<file path="config.mk">
export PLATFORM = sky130hd
export DESIGN_NAME = kinase_valve_sequencer_flat
export DESIGN_NICKNAME = d
export VERILOG_FILES = /design/src/rtl/kinase_ctrl_pkg.sv /design/src/rtl/kinase_valve_sequencer_if.sv /design/src/rtl/peristaltic_phase_gen.sv /design/src/rtl/kinase_valve_sequencer.sv /design/src/flat_wrapper.sv
export SDC_FILE = /design/constraint.sdc
export NUM_CORES = 1
export LEC_CHECK = 0
export CAP_MARGIN = 25
export CORE_MARGIN = 8
export CORE_UTILIZATION = 50
export CTS_CLUSTER_SIZE = 28
export DETAILED_ROUTE_END_ITERATION = 6
export GPL_ROUTABILITY_DRIVEN = 0
export PLACE_DENSITY = 0.76
export SYNTH_ARGS = -nofsm -noshare
export SYNTH_HDL_FRONTEND = slang
export SYNTH_HIERARCHICAL = 1
export SYNTH_SLANG_ARGS = --single-unit
</file>
<file path="constraint.sdc">
create_clock -name clk -period 3.3 [get_ports clk]
set_input_delay 0.495 -clock clk [delete_from_list [all_inputs] [get_ports clk]]
set_output_delay 0.495 -clock clk [all_outputs]
set_load 0.01 [all_outputs]
</file>
<file path="src/rtl/kinase_ctrl_pkg.sv">
// Shared types and constants for the kinase valve sequencer.
// Holds the group widths, the sequencer state enum, the registered command
// payload and the pump phase pattern table.
package kinase_ctrl_pkg;

    localparam int unsigned CTRL_A_W    = 13;
    localparam int unsigned CTRL_S_W    = 4;
    localparam int unsigned PUMP_A_W    = 3;
    localparam int unsigned PUMP_B_W    = 2;
    localparam int unsigned PUMP_CYC_W  = 8;
    localparam int unsigned PHASE_LEN_W = 16;
    localparam int unsigned PHASE_IDX_W = 2;
    localparam int unsigned CNT_W       = 16;

    typedef enum logic [2:0] {
        ST_IDLE   = 3'd0,
        ST_SETTLE = 3'd1,
        ST_PUMP   = 3'd2,
        ST_FLUSH  = 3'd3,
        ST_DONE   = 3'd4
    } seq_state_t;

    typedef struct packed {
        logic [CTRL_A_W-1:0]   ctrl_a;
        logic [CTRL_S_W-1:0]   ctrl_s;
        logic                  pump_sel;
        logic [PUMP_CYC_W-1:0] pump_cycles;
    } seq_cmd_t;

    // Phases per full pump cycle: pump A has 3, pump B has 2.
    function automatic logic [PHASE_IDX_W-1:0] phase_count(input logic sel);
        return sel ? PHASE_IDX_W'(2) : PHASE_IDX_W'(3);
    endfunction

    // Valve pattern for a phase; pump B patterns sit in the low two bits.
    function automatic logic [PUMP_A_W-1:0] phase_pattern(input logic sel,
                                                          input logic [PHASE_IDX_W-1:0] idx);
        logic [PUMP_A_W-1:0] pat;
        pat = '0;
        if (!sel) begin
            case (idx)
                2'd0:    pat = 3'b100;
                2'd1:    pat = 3'b010;
                2'd2:    pat = 3'b001;
                default: pat = 3'b000;
            endcase
        end else begin
            case (idx)
                2'd0:    pat = 3'b001;
                2'd1:    pat = 3'b010;
                default: pat = 3'b000;
            endcase
        end
        return pat;
    endfunction

endpackage

</file>
<file path="src/rtl/kinase_valve_sequencer_if.sv">
// Command handshake bundle for the kinase valve sequencer.
// master: drives cmd_valid and the cmd_* payload, receives cmd_ready.
// slave : the sequencer side.
interface kinase_valve_sequencer_if;
    import kinase_ctrl_pkg::*;

    logic                  cmd_valid;
    logic                  cmd_ready;
    logic [CTRL_A_W-1:0]   cmd_ctrl_a;
    logic [CTRL_S_W-1:0]   cmd_ctrl_s;
    logic                  cmd_pump_sel;
    logic [PUMP_CYC_W-1:0] cmd_pump_cycles;

    modport master (
        output cmd_valid, cmd_ctrl_a, cmd_ctrl_s, cmd_pump_sel, cmd_pump_cycles,
        input  cmd_ready
    );

    modport slave (
        input  cmd_valid, cmd_ctrl_a, cmd_ctrl_s, cmd_pump_sel, cmd_pump_cycles,
        output cmd_ready
    );

endinterface

</file>
<file path="src/rtl/peristaltic_phase_gen.sv">
// Peristaltic pump phase generator.
// Ports: clk, rst_n; enable (high for every PUMP cycle), sel (0 = pump A,
// 1 = pump B), phase_len (cycles per phase), cycles (full pump cycles);
// pattern (current valve pattern, 0 when disabled), last (final PUMP cycle).
// Counters restart whenever enable is low, so the first enabled cycle shows
// phase 0 with no setup latency.
module peristaltic_phase_gen
    import kinase_ctrl_pkg::*;
(
    input  logic                   clk,
    input  logic                   rst_n,
    input  logic                   enable,
    input  logic                   sel,
    input  logic [PHASE_LEN_W-1:0] phase_len,
    input  logic [PUMP_CYC_W-1:0]  cycles,
    output logic [PUMP_A_W-1:0]    pattern,
    output logic                   last
);

    logic [PHASE_LEN_W-1:0] r_tick;
    logic [PHASE_IDX_W-1:0] r_idx;
    logic [PUMP_CYC_W-1:0]  r_cyc;
    logic                   w_phase_end;
    logic                   w_cycle_end;

    assign w_phase_end = (r_tick == phase_len - PHASE_LEN_W'(1));
    assign w_cycle_end = w_phase_end && (r_idx == phase_count(sel) - PHASE_IDX_W'(1));

    // Separate tick/phase/cycle counters: 255 x 3 x phase_len never wraps.
    always_ff @(posedge clk or negedge rst_n) begin
        if (!rst_n) begin
            r_tick <= '0;
            r_idx  <= '0;
            r_cyc  <= '0;
        end else if (!enable) begin
            r_tick <= '0;
            r_idx  <= '0;
            r_cyc  <= '0;
        end else if (w_phase_end) begin
            r_tick <= '0;
            if (w_cycle_end) begin
                r_idx <= '0;
                r_cyc <= r_cyc + PUMP_CYC_W'(1);
            end else begin
                r_idx <= r_idx + PHASE_IDX_W'(1);
            end
        end else begin
            r_tick <= r_tick + PHASE_LEN_W'(1);
        end
    end

    assign pattern = enable ? phase_pattern(sel, r_idx) : '0;
    assign last    = enable && w_cycle_end && (r_cyc == cycles - PUMP_CYC_W'(1));

endmodule

</file>
<file path="src/rtl/kinase_valve_sequencer.sv">
// Kinase valve sequencer: accepts a valve/pump command, holds the valve masks
// through a settle period and a peristaltic pump period, then vents the used
// groups for a flush period and pulses done (and aborted if cut short).
// Ports: clk, rst_n; cmd_if (slave handshake + payload); abort;
// pad_ctrl_a/s, pad_pump_a/b (valve drives); pad_flush_* (vent drives);
// busy, done, aborted (status).
module kinase_valve_sequencer
    import kinase_ctrl_pkg::*;
#(
    parameter int unsigned SETTLE_CYC = 16,
    parameter int unsigned PHASE_CYC  = 8,
    parameter int unsigned FLUSH_CYC  = 4
) (
    input  logic                  clk,
    input  logic                  rst_n,
    kinase_valve_sequencer_if.slave cmd_if,
    input  logic                  abort,
    output logic [CTRL_A_W-1:0]   pad_ctrl_a,
    output logic [CTRL_S_W-1:0]   pad_ctrl_s,
    output logic [PUMP_A_W-1:0]   pad_pump_a,
    output logic [PUMP_B_W-1:0]   pad_pump_b,
    output logic [CTRL_A_W-1:0]   pad_flush_ctrl_a,
    output logic [CTRL_S_W-1:0]   pad_flush_ctrl_s,
    output logic [PUMP_A_W-1:0]   pad_flush_pump_a,
    output logic [PUMP_B_W-1:0]   pad_flush_pump_b,
    output logic                  busy,
    output logic                  done,
    output logic                  aborted
);

    seq_state_t          r_state;
    seq_cmd_t            r_cmd;
    logic [CNT_W-1:0]    r_cnt;
    logic                r_abort_flag;
    logic                r_ready;
    logic                r_busy;
    logic                r_done;
    logic                r_aborted;
    logic [CTRL_A_W-1:0] r_pad_ctrl_a;
    logic [CTRL_S_W-1:0] r_pad_ctrl_s;
    logic [CTRL_A_W-1:0] r_flush_ctrl_a;
    logic [CTRL_S_W-1:0] r_flush_ctrl_s;
    logic [PUMP_A_W-1:0] r_flush_pump_a;
    logic [PUMP_B_W-1:0] r_flush_pump_b;

    logic                w_pump_en;
    logic [PUMP_A_W-1:0] w_pattern;
    logic                w_pump_last;
    logic                w_settle_end;
    logic                w_abort_take;
    logic                w_to_flush;

    assign w_pump_en    = (r_state == ST_PUMP);
    assign w_settle_end = (r_state == ST_SETTLE) && (r_cnt == CNT_W'(SETTLE_CYC - 1));
    assign w_abort_take = abort && ((r_state == ST_SETTLE) || (r_state == ST_PUMP));
    assign w_to_flush   = w_abort_take
                       || (w_settle_end && (r_cmd.pump_cycles == '0))
                       || (w_pump_en && w_pump_last);

    peristaltic_phase_gen u_phase_gen (
        .clk       (clk),
        .rst_n     (rst_n),
        .enable    (w_pump_en),
        .sel       (r_cmd.pump_sel),
        .phase_len (PHASE_LEN_W'(PHASE_CYC)),
        .cycles    (r_cmd.pump_cycles),
        .pattern   (w_pattern),
        .last      (w_pump_last)
    );

    // Sequencer FSM; valve, vent and status outputs change on the transition edges.
    always_ff @(posedge clk or negedge rst_n) begin
        if (!rst_n) begin
            r_state        <= ST_IDLE;
            r_cmd          <= '0;
            r_cnt          <= '0;
            r_abort_flag   <= 1'b0;
            r_ready        <= 1'b1;
            r_busy         <= 1'b0;
            r_done         <= 1'b0;
            r_aborted      <= 1'b0;
            r_pad_ctrl_a   <= '0;
            r_pad_ctrl_s   <= '0;
            r_flush_ctrl_a <= '0;
            r_flush_ctrl_s <= '0;
            r_flush_pump_a <= '0;
            r_flush_pump_b <= '0;
        end else begin
            r_done    <= 1'b0;
            r_aborted <= 1'b0;
            if (w_to_flush) begin
                r_state        <= ST_FLUSH;
                r_cnt          <= '0;
                r_pad_ctrl_a   <= '0;
                r_pad_ctrl_s   <= '0;
                r_flush_ctrl_a <= r_cmd.ctrl_a;
                r_flush_ctrl_s <= r_cmd.ctrl_s;
                r_flush_pump_a <= r_cmd.pump_sel ? '0 : '1;
                r_flush_pump_b <= r_cmd.pump_sel ? '1 : '0;
                if (w_abort_take) begin
                    r_abort_flag <= 1'b1;
                end
            end else begin
                case (r_state)
                    ST_IDLE: begin
                        // cmd_ready is high throughout IDLE
                        if (cmd_if.cmd_valid) begin
                            r_state      <= ST_SETTLE;
                            r_cmd        <= '{ctrl_a:      cmd_if.cmd_ctrl_a,
                                              ctrl_s:      cmd_if.cmd_ctrl_s,
                                              pump_sel:    cmd_if.cmd_pump_sel,
                                              pump_cycles: cmd_if.cmd_pump_cycles};
                            r_cnt        <= '0;
                            r_abort_flag <= 1'b0;
                            r_ready      <= 1'b0;
                            r_busy       <= 1'b1;
                            r_pad_ctrl_a <= cmd_if.cmd_ctrl_a;
                            r_pad_ctrl_s <= cmd_if.cmd_ctrl_s;
                        end
                    end
                    ST_SETTLE: begin
                        if (w_settle_end) begin
                            r_state <= ST_PUMP;
                        end else begin
                            r_cnt <= r_cnt + CNT_W'(1);
                        end
                    end
                    ST_PUMP: begin
                        // duration tracked by the phase generator
                    end
                    ST_FLUSH: begin
                        if (r_cnt == CNT_W'(FLUSH_CYC - 1)) begin
                            r_state        <= ST_DONE;
                            r_flush_ctrl_a <= '0;
                            r_flush_ctrl_s <= '0;
                            r_flush_pump_a <= '0;
                            r_flush_pump_b <= '0;
                            r_done         <= 1'b1;
                            r_aborted      <= r_abort_flag;
                        end else begin
                            r_cnt <= r_cnt + CNT_W'(1);
                        end
                    end
                    ST_DONE: begin
                        r_state <= ST_IDLE;
                        r_ready <= 1'b1;
                        r_busy  <= 1'b0;
                    end
                    default: begin
                        r_state <= ST_IDLE;
                        r_ready <= 1'b1;
                        r_busy  <= 1'b0;
                    end
                endcase
            end
        end
    end

    assign cmd_if.cmd_ready = r_ready;
    assign busy             = r_busy;
    assign done             = r_done;
    assign aborted          = r_aborted;
    assign pad_ctrl_a       = r_pad_ctrl_a;
    assign pad_ctrl_s       = r_pad_ctrl_s;
    assign pad_pump_a       = r_cmd.pump_sel ? '0 : w_pattern;
    assign pad_pump_b       = r_cmd.pump_sel ? w_pattern[PUMP_B_W-1:0] : '0;
    assign pad_flush_ctrl_a = r_flush_ctrl_a;
    assign pad_flush_ctrl_s = r_flush_ctrl_s;
    assign pad_flush_pump_a = r_flush_pump_a;
    assign pad_flush_pump_b = r_flush_pump_b;

endmodule

</file>
<file path="src/flat_wrapper.sv">
// flat-port wrapper written by rule: the top's interface ports become plain ports
module kinase_valve_sequencer_flat import kinase_ctrl_pkg::*;
#(
    parameter int unsigned SETTLE_CYC = 16,
    parameter int unsigned PHASE_CYC  = 8,
    parameter int unsigned FLUSH_CYC  = 4
)
  (clk, rst_n, abort, pad_ctrl_a, pad_ctrl_s, pad_pump_a, pad_pump_b, pad_flush_ctrl_a, pad_flush_ctrl_s, pad_flush_pump_a, pad_flush_pump_b, busy, done, aborted, cmd_if_cmd_valid, cmd_if_cmd_ctrl_a, cmd_if_cmd_ctrl_s, cmd_if_cmd_pump_sel, cmd_if_cmd_pump_cycles, cmd_if_cmd_ready);
  kinase_valve_sequencer_if cmd_if_i ();
  input  logic clk;
  input  logic rst_n;
  input  logic abort;
  output logic [CTRL_A_W-1:0] pad_ctrl_a;
  output logic [CTRL_S_W-1:0] pad_ctrl_s;
  output logic [PUMP_A_W-1:0] pad_pump_a;
  output logic [PUMP_B_W-1:0] pad_pump_b;
  output logic [CTRL_A_W-1:0] pad_flush_ctrl_a;
  output logic [CTRL_S_W-1:0] pad_flush_ctrl_s;
  output logic [PUMP_A_W-1:0] pad_flush_pump_a;
  output logic [PUMP_B_W-1:0] pad_flush_pump_b;
  output logic busy;
  output logic done;
  output logic aborted;
  input wire logic [$bits(cmd_if_i.cmd_valid)-1:0] cmd_if_cmd_valid;
  input wire logic [$bits(cmd_if_i.cmd_ctrl_a)-1:0] cmd_if_cmd_ctrl_a;
  input wire logic [$bits(cmd_if_i.cmd_ctrl_s)-1:0] cmd_if_cmd_ctrl_s;
  input wire logic [$bits(cmd_if_i.cmd_pump_sel)-1:0] cmd_if_cmd_pump_sel;
  input wire logic [$bits(cmd_if_i.cmd_pump_cycles)-1:0] cmd_if_cmd_pump_cycles;
  output wire logic [$bits(cmd_if_i.cmd_ready)-1:0] cmd_if_cmd_ready;
  assign cmd_if_i.cmd_valid = cmd_if_cmd_valid;
  assign cmd_if_i.cmd_ctrl_a = cmd_if_cmd_ctrl_a;
  assign cmd_if_i.cmd_ctrl_s = cmd_if_cmd_ctrl_s;
  assign cmd_if_i.cmd_pump_sel = cmd_if_cmd_pump_sel;
  assign cmd_if_i.cmd_pump_cycles = cmd_if_cmd_pump_cycles;
  assign cmd_if_cmd_ready = cmd_if_i.cmd_ready;
  kinase_valve_sequencer #(.SETTLE_CYC(SETTLE_CYC), .PHASE_CYC(PHASE_CYC), .FLUSH_CYC(FLUSH_CYC)) u_core (.clk(clk), .rst_n(rst_n), .cmd_if(cmd_if_i), .abort(abort), .pad_ctrl_a(pad_ctrl_a), .pad_ctrl_s(pad_ctrl_s), .pad_pump_a(pad_pump_a), .pad_pump_b(pad_pump_b), .pad_flush_ctrl_a(pad_flush_ctrl_a), .pad_flush_ctrl_s(pad_flush_ctrl_s), .pad_flush_pump_a(pad_flush_pump_a), .pad_flush_pump_b(pad_flush_pump_b), .busy(busy), .done(done), .aborted(aborted));
endmodule
</file>
==> reports/results.txt <==
largest net degree at the start of global routing = 58
syn avg cell area = 10.58 um2
slew at the pin closest to its max-slew limit = 750.1 ps
post-detail-place hpwl = 10.21 mm
commonest non-fill, non-tap cells in the layout = dfrtp_1, clkdlybuf4s50_1, conb_1
Die Height = 125.5 um
cts-stage hold buffer count = 0
Placed Cells = 846
Clk pin slew, worst setup/hold paths = 80 ps
fin. max-slew vios = 0
worst setup margin = 179.8 ps
Logic pwr share = 0.380
ys async rst share = 1.000
Clk pwr share = 0.224
Slowest-stage cell, CP = or4_1
Slew Limit Headroom = 0.4994
drt total wl = 14.23 mm
Place WS = 51.82 ps
antenna viol nets, final = 0
post-DR wirelength/cell = 16.47 um
PD cells = 701.5 nW/um2
status = finished, final reports clean
LEAKAGE = 3.360 nW
vias in the first global route = 4,865
CTS root buf = clkbuf_16
f_max = 320.5 MHz
CP startpoint kind = register
design internal power = 3.421 mW
Ys Warns = 6
DRT iter0 DRCs = 336
Post-synth EDFFs = 0
max incr delay on CP = 500 ps
port buffer count = 77
final hold vios = 0
Synth Instances = 567
Unique masters post-synth = 74
post-synthesis register bit count = 112
CP Capture Type = register
htree depth = 3
CP max FO = 19
clk buf depth = 2
I/O Pins = 78
crit-path cells = xnor2_2, xnor2_1, and4b_1, o2111ai_1, or4_1, nor4_2, o21bai_1, mux2_2, o2bb2ai_4, buf_6, a41oi_4, a22o_1
peak supply drop = 0.0006619 V
non-filler cells, final = 864
drt drc = 0
Final min period = 3120 ps
count of final setup violators = 0
Num CTS Buffers = 9
final period utilization = 0.9455
Fin Clk Skew = 11.67 ps
net switching power figure = 1.880 mW
switching power share of the total = 0.3546
first-pass iteration count of the detailed router = 4
Vias/cell = 5.578
commonest non-fill, non-tap cell in the layout = dfrtp_1
proportion of layout cells with a drive suffix above 1 = 0.1297
area delta synth->final = 26.02%
full die area = 15,750 um2
initial core utilization = 0.5056
vias after detailed routing = 4,819
Core Region = 11,860 um2
post-synthesis sequential area ratio = 0.4676
Die W = 125.5 um
ys flop type = dfrtp_1
Sequential Power Share = 0.396
Crit path required time = 3560 ps
max-cap violations = 0
antenna violations before repair = 0
critical path class = register to register
Hold Path Class = primary input to async pin
# clock sinks = 112
total negative slack = 0 ps
number of diodes = 0
clock latency on the worst-skew pair = 370 ps
Core Util, Final = 0.6371
total routing usage reported by global routing = 0.1871
Hold Slack = 200.3 ps
nets@finish = 750
mapped cell area = 5997 um2
Fillers = 962
crit path DAT = 3380 ps
num rows = 40
first-pass GRT wire length = 24.17 mm
CTS tree = done
grt total ovfl = 0
flop2flop setup slack = 180 ps
==> critical path: cells and delay by family (launching register included) <==
kind,cells,cell delay [ps]
AND/OR/NAND/NOR,3,940
flip-flops,1,460
AO/OA/AOI/OAI,5,830
XOR/XNOR,2,350
multiplexers,1,290
buffers and inverters,1,150
==> metrics by stage <==
stage	cell area [um2]	power, mW
2_1_floorplan	6267	3.298
3_3_place_gp	7156	3.989
3_5_place_dp	7156	4.068
4_1_cts	7497	5.283
5_1_grt	7557	5.628
6_report	7557	5.301
==> cells in the mapped netlist, types with 5 or more instances <==
library cell    n  area share
dfrtp_1       111        0.46
nor3b_1         5      0.0063
xnor2_1        28       0.041
nor3_1         17       0.014
o31ai_1         8       0.010
mux2_2         26       0.049
xor2_1         17       0.025
a211o_1         9       0.013
nand2_1        27       0.017
inv_1          18       0.011
nor4_1         16       0.017
or4_1           8       0.010
nand4_1        10       0.010
and2_1          5      0.0052
or3_1           5      0.0052
buf_2           8      0.0067
nand2b_1        7      0.0073
clkbuf_1       10      0.0063
and3_1         14       0.015
o21ai_0         9      0.0075
nor2b_1         6      0.0063
nand3_1        24       0.020
nor2_1         34       0.021
a21oi_1        17       0.014
a22o_1         36       0.053
buf_6           6       0.011
and3_2          7      0.0088
ha_1            8       0.017
==> area by class of cell <==
cell class / count / area, um2 / area share
Timing Repair Buffer: 92 / 909.6 / 0.1204
Inverter: 19 / 71.32 / 0.009437
Multi-Input combinational cell: 478 / 3252 / 0.4303
Clock inverter: 7 / 110.1 / 0.01457
Tap cell: 147 / 183.9 / 0.02434
Sequential cell: 112 / 2805 / 0.3712
Clock buffer: 9 / 225.2 / 0.02980
==> kinds of logic (layout without fill, tap and decap cells) <==
| group | count (synthesis) | in the layout | synth area share |
|---|---|---|---|
| and+or+nand+nor | 209 | 209 | 0.2009 |
| AOI/OAI and AO/OA | 114 | 114 | 0.1517 |
| DFF | 112 | 112 | 0.4676 |
| buffers and inverters | 49 | 127 | 0.04402 |
| xor gates and xnor gates | 45 | 45 | 0.06572 |
| muxes | 28 | 28 | 0.05216 |
| adders and majority gates | 8 | 8 | 0.01669 |
| other | 2 | 74 | 0.001252 |
==> power groups by stage <==
stage,Sequential (mW),Clock [mW],Combinational (mW)
CTS,2.09,1.22,1.97
detailed placement,2.11,0,1.96
global placement,2.09,0,1.89
finish,2.10,1.19,2.01
floorplan,2.09,0,1.21
global route,2.15,1.28,2.19
==> metal layers <==
layer	GRT usage	vias to the layer above	part of all wire
met4	0.06590	0	0.016
met1	0.2262	2384	0.44
met5	0	-	0
met2	0.3080	102	0.49
li1	-	2315	-
met3	0.05865	18	0.051
==> worst paths after layout <==
check	start	endpoint	cells past startpoint
max	u_core/u_phase_gen/r_tick[6]	u_core/pad_flush_ctrl_a[0]	12
min in group clk	u_core/r_cmd[15]	u_core/pad_flush_ctrl_a[2]	1
min	rst_n	u_core/u_phase_gen/r_tick[8]	1
max reg2reg	u_core/u_phase_gen/r_tick[6]	u_core/pad_flush_ctrl_a[0]	12
max in group asynchronous	rst_n	u_core/pad_ctrl_a[4]	2
min reg2reg	u_core/r_cmd[15]	u_core/pad_flush_ctrl_a[2]	1
==> registers in the layout (all words and copies together) (netlist names), 2 cells and up <==
register	flops
u_core/r_state	3
u_core/u_phase_gen/r_tick	16
u_core/u_phase_gen/r_idx	2
u_core/pad_flush_ctrl_s	4
u_core/r_cmd	26
u_core/pad_ctrl_s	4
u_core/r_cnt	16
u_core/u_phase_gen/r_cyc	8
u_core/pad_flush_ctrl_a	13
u_core/pad_ctrl_a	13
==> repair_timing <==
action                     in CTS  in global routing
resized for setup               1                 10
hold endpoints to repair        0                  0
cloned                          0                  0
pin swaps                       0                  5
setup endpoints to repair       8                 50
buffers inserted                0                  2
No activity file was read; power rests on OpenSTA's default activity.
